## config.mk

```make
export PLATFORM = sky130hd
export DESIGN_NAME = add16_result_stage_flat
export DESIGN_NICKNAME = d
export VERILOG_FILES = /design/src/rtl/add16_result_stage_if.sv /design/src/rtl/add16_result_stage.sv /design/src/flat_wrapper.sv
export SDC_FILE = /design/constraint.sdc
export NUM_CORES = 1
export LEC_CHECK = 0
export BUFFER_PORTS_ARGS = -buffer_cell sky130_fd_sc_hd__clkbuf_2
export CAP_MARGIN = 5
export CORE_MARGIN = 1.5
export CORE_UTILIZATION = 58
export CTS_BUF_LIST = sky130_fd_sc_hd__clkbuf_4 sky130_fd_sc_hd__clkbuf_8
export DETAILED_ROUTE_END_ITERATION = 8
export HOLD_SLACK_MARGIN = 0.08
export PLACE_DENSITY = 0.95
export REMOVE_ABC_BUFFERS = 1
export SLEW_MARGIN = 20
export SYNTH_ARGS = -nofsm -noshare
export SYNTH_HDL_FRONTEND = slang
export SYNTH_SLANG_ARGS = --single-unit
```

## constraint.sdc

```tcl
create_clock -name clk -period 2.5 [get_ports clk]
set_clock_uncertainty 0.05 [all_clocks]
set_input_delay 0.125 -clock clk [delete_from_list [all_inputs] [get_ports clk]]
set_output_delay 0.125 -clock clk [all_outputs]
set_load 0.01 [all_outputs]
```

## src/rtl/add16_result_stage_if.sv

```systemverilog
// Result-stream interface between the adder, the result stage and its consumer.
// Handshake: a beat transfers on a rising clk edge where valid and ready are
// both 1; the master holds valid and the payload stable until that edge, and
// ready may be asserted independently of valid.
interface add16_result_stage_if #(
  parameter int WIDTH = 16
);
  logic             valid;
  logic             ready;
  logic [WIDTH-1:0] sum;
  logic             cout;
  logic             overflow;

  modport master (output valid, output sum, output cout, output overflow, input ready);
  modport slave  (input valid, input sum, input cout, input overflow, output ready);
endinterface

```

## src/rtl/add16_result_stage.sv

```systemverilog
// Registered 2-entry output buffer behind the 16-bit adder. It cuts the carry
// path, applies back-pressure and keeps sticky/saturating overflow statistics.
module add16_result_stage #(
  parameter int WIDTH = 16,
  parameter int CNT_W = 8
) (
  input  logic                 clk,
  input  logic                 rst,
  add16_result_stage_if.slave  in_if,
  add16_result_stage_if.master out_if,
  input  logic                 clr_sticky,
  output logic                 sticky_ovf,
  output logic [CNT_W-1:0]     ovf_count
);

  localparam int EW = WIDTH + 2;  // {sum, cout, overflow}
  localparam logic [1:0] OCC_EMPTY = 2'd0;
  localparam logic [1:0] OCC_ONE   = 2'd1;
  localparam logic [1:0] OCC_FULL  = 2'd2;
  localparam logic [CNT_W-1:0] CNT_MAX = {CNT_W{1'b1}};

  logic [1:0]       occ_q, occ_d;
  logic [EW-1:0]    head_q, head_d;
  logic [EW-1:0]    tail_q, tail_d;
  logic             sticky_q, sticky_d;
  logic [CNT_W-1:0] cnt_q, cnt_d;

  logic          push, pop;
  logic [EW-1:0] in_entry;

  // Ready and valid come from occupancy only, so no combinational path crosses the stage.
  assign in_if.ready  = (occ_q != OCC_FULL);
  assign out_if.valid = (occ_q != OCC_EMPTY);
  assign {out_if.sum, out_if.cout, out_if.overflow} = head_q;

  assign push     = in_if.valid & in_if.ready;
  assign pop      = out_if.valid & out_if.ready;
  assign in_entry = {in_if.sum, in_if.cout, in_if.overflow};

  // Buffer next state: head is what the consumer sees, tail is the second slot.
  always_comb begin
    occ_d  = occ_q;
    head_d = head_q;
    tail_d = tail_q;
    case (occ_q)
      OCC_EMPTY: begin
        if (push) begin
          head_d = in_entry;
          occ_d  = OCC_ONE;
        end
      end
      OCC_ONE: begin
        if (push && pop) begin
          head_d = in_entry;
        end else if (push) begin
          tail_d = in_entry;
          occ_d  = OCC_FULL;
        end else if (pop) begin
          occ_d  = OCC_EMPTY;
        end
      end
      OCC_FULL: begin
        // in_ready is low here, so only a pop can happen.
        if (pop) begin
          head_d = tail_q;
          occ_d  = OCC_ONE;
        end
      end
      default: begin
        occ_d = OCC_EMPTY;
      end
    endcase
  end

  // Overflow statistics: a set from an accepted beat beats a same-cycle clear.
  always_comb begin
    sticky_d = sticky_q;
    cnt_d    = cnt_q;
    if (push && in_if.overflow) begin
      sticky_d = 1'b1;
    end else if (clr_sticky) begin
      sticky_d = 1'b0;
    end
    if (push && in_if.overflow && (cnt_q != CNT_MAX)) begin
      cnt_d = cnt_q + 1'b1;
    end
  end

  // State registers; reset empties the buffer and zeroes the visible head.
  always_ff @(posedge clk) begin
    if (rst) begin
      occ_q    <= OCC_EMPTY;
      head_q   <= '0;
      tail_q   <= '0;
      sticky_q <= 1'b0;
      cnt_q    <= '0;
    end else begin
      occ_q    <= occ_d;
      head_q   <= head_d;
      tail_q   <= tail_d;
      sticky_q <= sticky_d;
      cnt_q    <= cnt_d;
    end
  end

  assign sticky_ovf = sticky_q;
  assign ovf_count  = cnt_q;

endmodule

```

## src/flat_wrapper.sv

```systemverilog
// flat-port wrapper written by rule: the top's interface ports become plain ports
module add16_result_stage_flat 
#(
  parameter int WIDTH = 16,
  parameter int CNT_W = 8
)
  (clk, rst, clr_sticky, sticky_ovf, ovf_count, in_if_valid, in_if_sum, in_if_cout, in_if_overflow, in_if_ready, out_if_valid, out_if_sum, out_if_cout, out_if_overflow, out_if_ready);
  add16_result_stage_if #(.WIDTH(WIDTH)) in_if_i ();
  add16_result_stage_if #(.WIDTH(WIDTH)) out_if_i ();
  input  logic clk;
  input  logic rst;
  input  logic clr_sticky;
  output logic sticky_ovf;
  output logic [CNT_W-1:0] ovf_count;
  input wire logic [$bits(in_if_i.valid)-1:0] in_if_valid;
  input wire logic [$bits(in_if_i.sum)-1:0] in_if_sum;
  input wire logic [$bits(in_if_i.cout)-1:0] in_if_cout;
  input wire logic [$bits(in_if_i.overflow)-1:0] in_if_overflow;
  output wire logic [$bits(in_if_i.ready)-1:0] in_if_ready;
  output wire logic [$bits(out_if_i.valid)-1:0] out_if_valid;
  output wire logic [$bits(out_if_i.sum)-1:0] out_if_sum;
  output wire logic [$bits(out_if_i.cout)-1:0] out_if_cout;
  output wire logic [$bits(out_if_i.overflow)-1:0] out_if_overflow;
  input wire logic [$bits(out_if_i.ready)-1:0] out_if_ready;
  assign in_if_i.valid = in_if_valid;
  assign in_if_i.sum = in_if_sum;
  assign in_if_i.cout = in_if_cout;
  assign in_if_i.overflow = in_if_overflow;
  assign in_if_ready = in_if_i.ready;
  assign out_if_valid = out_if_i.valid;
  assign out_if_sum = out_if_i.sum;
  assign out_if_cout = out_if_i.cout;
  assign out_if_overflow = out_if_i.overflow;
  assign out_if_i.ready = out_if_ready;
  add16_result_stage #(.WIDTH(WIDTH), .CNT_W(CNT_W)) u_core (.clk(clk), .rst(rst), .in_if(in_if_i), .out_if(out_if_i), .clr_sticky(clr_sticky), .sticky_ovf(sticky_ovf), .ovf_count(ovf_count));
endmodule
```

# After elaboration in Yosys (flattened, before gate mapping)
# Index checks and enable logic that the tools add are counted.
# word_totals
regBits,47
in_bits,23
out_inout_bits,29
# classes
add_sub_neg,1
eq_ne,9
mux,12
n_bitwise,3
reduce_logical,10
# ops
op,count
two-way mux 18 bit,3
one-hot mux 18 bit (3 select lines),1
two-way mux 2 bit,5
"adder 8 x 1 -> 8 bit, second input constant",1
"!= test 8 bit, second input constant",1
AND reduction 4 bit,2
"!= test 2 x 1 -> 1 bit, second input constant",3
one-hot mux 2 bit (3 select lines),1
"!= test 2 bit, second input constant",2
nonzero test 2 bit,2
logical AND 1 bit,3
"!= test 3 x 1 -> 1 bit, second input constant",1
AND reduction 3 bit,1
nonzero test 3 bit,1
AND 1 bit,2
"equality test 2 x 1 -> 1 bit, second input constant",1
"equality test 2 bit, second input constant",1
logical NOT 2 bit,1
two-way mux 1 bit,2
inverter 1 bit,1

# Longest topological paths before layout
# logic_depth
word_depth,6
mapped_depth,7

# Worst setup path before layout
# No wires, ideal clock.
# synth_timing
path_kind,flip-flop to flip-flop
startpoint,"register u_core.cnt_q[0], in the netlist u_core.ovf_count[0]"
endpoint,"register u_core.cnt_q[5], in the netlist u_core.ovf_count[5]"
arrival_time_ps,1507
t_required_ps,2380
setup_slack_ps,872
path_stages_with_launch,6
synth_period_minus_slack_ps,1628
cell_sequence,dfxtp_1 -> ha_1 -> nand3_1 -> o2111ai_2 -> or4_1 -> a21oi_1
# synth_between
elab_chain_cells,2
word_cells_on_any_way,3
cone_classes,add/sub: 1; eq/ne: 1; reduce/logical: 1
# synth_lines
item,line,rtl
start: declaration,add16_result_stage.sv:26,"logic [CNT_W-1:0] cnt_q, cnt_d;"
start signal: assignment,add16_result_stage.sv:102,cnt_q <= cnt_d;
"parallel branches: the longest is 2 deep, another holds adder 8 x 1 -> 8 bit",n/a,
# Several ways; the timed one is not identified.
# A chain may end at the register's enable or synchronous reset.

# Worst setup path after layout
# Same ends and word-level chain as after synthesis.

==> Implementation_results.wiki <==
{| class="wikitable"
! Metric !! Value
|-
| Total wirelength of the detailed-routed design || 4409 um
|-
| Setup violations, final || 0
|-
| Gr usage total || 0.2566
|-
| WP depth || 5
|-
| Most common library cell in the layout ignoring fill and taps || sky130_fd_sc_hd__clkbuf_2
|-
| Sequential element share of the synthesized area || 0.4864
|-
| Most congested layer reported by global routing || met2
|-
| Area share of the leading cell type in the synthesized netlist || 0.4864
|-
| Share of post-route cells with drive strength above 1 || 0.2254
|-
| Reg2reg path depth || 5
|-
| Arr. time, crit path || 2.22 ns
|-
| H-tree levels || 2
|-
| Number of primary I/O pins || 52
|-
| Hold violation total from the final report || 0
|-
| Number of instances in the synthesized netlist || 218
|-
| Met3 demand-to-capacity share in global routing || 0.06823
|-
| Total number of vias || 1771
|-
| Num Clock Sinks || 47
|-
| Die area || 3691 um2
|-
| Basic-gate share of the synthesized area counting and, or, nand and nor cells || 0.1734
|-
| Startpoint class of the critical path || flop
|-
| Post-synthesis share of cell area spent on xor and xnor gates || 0.004528
|-
| Input/output buffers || 51
|-
| Transition time at the pin with the least slew margin || 0.9364 ns
|-
| Post-layout total power || 1.602 mW
|-
| Avg Vias per Cell || 5.399
|-
| Crit path cell chain || ha_1, nand3_1, o2111ai_2, or4_1, a21oi_1
|-
| RR Startpoint || u_core.ovf_count[0]
|-
| HPWL after DPL || 2631 um
|-
| Max clock buf depth || 2
|-
| Cell at the slowest stage of the critical path || sky130_fd_sc_hd__or4_1
|-
| Share of the core filled with cells in the final layout || 0.8052
|-
| Post-route ant nets || 0
|-
| Initial standard-cell utilization of the core || 0.6234
|-
| Met2 capacity usage during global routing || 0.4531
|-
| Clock root cell || sky130_fd_sc_hd__clkbuf_4
|-
| Adder and majority cell fraction of the synthesized area || 0.006468
|-
| Worst-path maximum fanout || 14
|-
| Average detailed-routed wire length per instance || 13.44 um
|-
| Peak supply drop || 0.5370 mV
|-
| Pre-Repair DR Iteration Count || 4
|-
| Net switching fraction of the power || 0.2400
|-
| Sum Neg Setup Slack || 0 ns
|-
| Number of global-route vias before repair || 1542
|-
| Hold EP || u_core.occ_q[0]
|-
| Post-CTS setup buffer count || 0
|-
| Static leakage power || 1.126 nW
|-
| Dominant combinational cell family by area after synthesis || compound AO/OA/AOI/OAI gates
|-
| TritonCTS clock tree || done
|-
| Met1 Use GR || 0.3024
|-
| Internal || 1.218 mW
|-
| Final weighted congestion in routability-driven placement || 0.7617
|-
| Sequential share of power || 0.509
|-
| Area taken by flip-flops and latches || 940.9 um2
|-
| Post-cts hold buffer count || 21
|-
| Largest net degree at the start of global routing || 48
|-
| Clock-pin slew reported for the worst setup and hold paths after clock tree synthesis || 0.13 ns
|-
| Synth-to-layout area growth || 29.17%
|-
| Capture point of the worst reg-to-reg path || u_core.ovf_count[5]
|-
| Number of filler instances in the final layout || 207
|-
| Unrepaired setup endpoints after global routing || false
|-
| Count of flip-flops with a built-in enable after synthesis || 0
|-
| Yosys reg bits || 47
|-
| Share of flip-flops with an asynchronous set or reset after synthesis || 0
|-
| Ratio of final minimum period to clock period || 0.7938
|-
| Highest cell delay on the worst timing path || 0.60 ns
|-
| Clock latency on the worst-skew pair || 0.36 ns
|-
| Buffer and inverter count on the worst path || 0
|-
| Type of element capturing the critical path || flop
|-
| Row count || 20
|-
| Power dissipated by switching net loads || 0.3846 mW
|-
| Critical Setup Path Class || reg -> reg
|-
| Number of instances resized during post-cts repair || 0
|-
| Horizontal die dimension || 60.75 um
|-
| Total number of nets in the final design || 307
|-
| Worst hold path stage count || 4
|-
| Pwr per Cell Area || 641.2 nW/um2
|-
| Number of clock buffers inserted by TritonCTS || 5
|-
| Die Height || 60.75 um
|-
| Synth top area cells || sky130_fd_sc_hd__dfxtp_1 (49%), sky130_fd_sc_hd__mux2i_1 (10%), sky130_fd_sc_hd__nand2_1 (7.6%), sky130_fd_sc_hd__a211oi_1 (7.4%), sky130_fd_sc_hd__a21oi_1 (6.5%)
|-
| Max-cap viol count || 0
|-
| Yosys cell types || 28
|-
| Dominant synthesized flop cell || sky130_fd_sc_hd__dfxtp_1
|-
| Proportion of power drawn by the clock network || 0.350
|-
| Combined area of the multi-input logic cells || 909.6 um2
|-
| Synth Area in Compound Gates || 0.1824
|-
| Setup slack of the most critical reg-to-reg path || 0.52 ns
|-
| Number of max-slew violations in the final report || 0
|-
| Gate power share || 0.141
|-
| Final worst path period need || 1.985 ns
|-
| Drt first-iter violations || 93
|-
| Post-Syn Area per Cell || 8.873 um2
|-
| First-pass GRT wire length || 6982 um
|-
| Max transition margin || 0.3757
|-
| Dominant cell type by area after synthesis || sky130_fd_sc_hd__dfxtp_1
|-
| Area inside the core boundary || 3103 um2
|-
| DRC violations left || 0
|-
| Mux share of post-synthesis cell area || 0.1035
|-
| Maximum clock frequency || 503.9 MHz
|-
| Post-synth design cell area || 1934 um2
|-
| Worst min-delay path class || in -> reg
|-
| Critical path required time || 2.73 ns
|-
| Most frequent cells in the layout || sky130_fd_sc_hd__clkbuf_2 (51), sky130_fd_sc_hd__dfxtp_1 (47), sky130_fd_sc_hd__nand2_1 (39)
|-
| Run status || finished clean
|-
| Startpoint of the most critical hold path || in_if_valid
|-
| Aggregate global routing overflow || 0
|-
| Kind of cell adding the most delay to the critical path || simple AND/OR/NAND/NOR gates
|-
| Number of warnings reported in the yosys synthesis log || 0
|-
| Antenna fix cells || 0
|-
| Antenna violations before repair || 0
|}
-- flip-flops by register name, indices dropped and copies added, names as in the netlist --
name,cells
u_core.sticky_ovf,1
u_core.ovf_count,8
u_core.tail_q,18
u_core.head_q,18
u_core.occ_q,2
-- power groups by stage --
stage	combinational (mW)	clock (mW)	sequential (mW)
after detailed placement	0.198	0	0.833
after floorplan	0.0920	0	0.845
final	0.226	0.560	0.816
after global placement	0.191	0	0.830
after CTS	0.225	0.558	0.816
after global routing	0.250	0.600	0.822
-- how the worst max path moves through the flow --
stage	slack, ns	endpoint	startpoint
floorplan	-0.02	u_core.ovf_count[5]	u_core.occ_q[0]
global placement	0.64	u_core.ovf_count[7]	u_core.ovf_count[0]
detailed placement	0.53	u_core.ovf_count[7]	u_core.ovf_count[0]
CTS	0.52	u_core.ovf_count[5]	u_core.ovf_count[0]
global route	0.37	u_core.ovf_count[5]	u_core.ovf_count[0]
finish	0.52	u_core.ovf_count[5]	u_core.ovf_count[0]
-- kinds of logic (layout without fill, tap and decap cells) --
logic type | Yosys count | in the layout
AOI/OAI and AO/OA | 54 | 54
xor gates and xnor gates | 1 | 1
and+or+nand+nor | 77 | 77
muxes | 20 | 20
buffers and inverters | 18 | 84
adders and majority gates | 1 | 1
DFF | 47 | 47
-- stage by stage --
step	worst slack [ns]	std cells	hold slack, ns	cell area, um2
after floorplan	-0.01949	202	0.1441	1858
after global placement	0.6387	299	0.3144	2183
after detailed placement	0.5338	299	0.3190	2183
after CTS	0.5184	328	0.2067	2499
after global routing	0.3672	328	0.2098	2499
final	0.5155	328	0.2023	2499
-- synthesized netlist by cell type, types with 2 or more instances --
| cell type | n |
|---|---|
| sky130_fd_sc_hd__a211oi_1 | 19 |
| sky130_fd_sc_hd__a21oi_1 | 25 |
| sky130_fd_sc_hd__buf_2 | 7 |
| sky130_fd_sc_hd__buf_4 | 2 |
| sky130_fd_sc_hd__clkbuf_1 | 7 |
| sky130_fd_sc_hd__dfxtp_1 | 47 |
| sky130_fd_sc_hd__inv_1 | 2 |
| sky130_fd_sc_hd__mux2i_1 | 20 |
| sky130_fd_sc_hd__nand2_1 | 39 |
| sky130_fd_sc_hd__nand3_1 | 2 |
| sky130_fd_sc_hd__nand4_1 | 2 |
| sky130_fd_sc_hd__nor2_1 | 22 |
| sky130_fd_sc_hd__o21ai_1 | 3 |
| sky130_fd_sc_hd__o31ai_1 | 3 |
| sky130_fd_sc_hd__or3_1 | 3 |
| sky130_fd_sc_hd__or4_1 | 3 |
-- area by class of cell --
class	count	share of cell area
Clock buffer	6	0.01803
Clock inverter	2	0.02404
Inverter	2	0.003005
Multi-Input combinational cell	153	0.3640
Sequential cell	47	0.3766
Tap cell	44	0.02203
Timing Repair Buffer	74	0.1923
-- worst register-to-register path: stages (launching register included) --
cell	delay, ns
sky130_fd_sc_hd__dfxtp_1	0.36
sky130_fd_sc_hd__ha_1	0.21
sky130_fd_sc_hd__nand3_1	0.18
sky130_fd_sc_hd__o2111ai_2	0.36
sky130_fd_sc_hd__or4_1	0.60
sky130_fd_sc_hd__a21oi_1	0.15
-- metal layers --
layer | routed length (um) | vias to the layer above
met4 | 76 | 0
met2 | 2296 | 61
met3 | 220 | 7
met1 | 1815 | 803
li1 | - | 900
met5 | 0 | -
(Power assumes the default switching activity.)
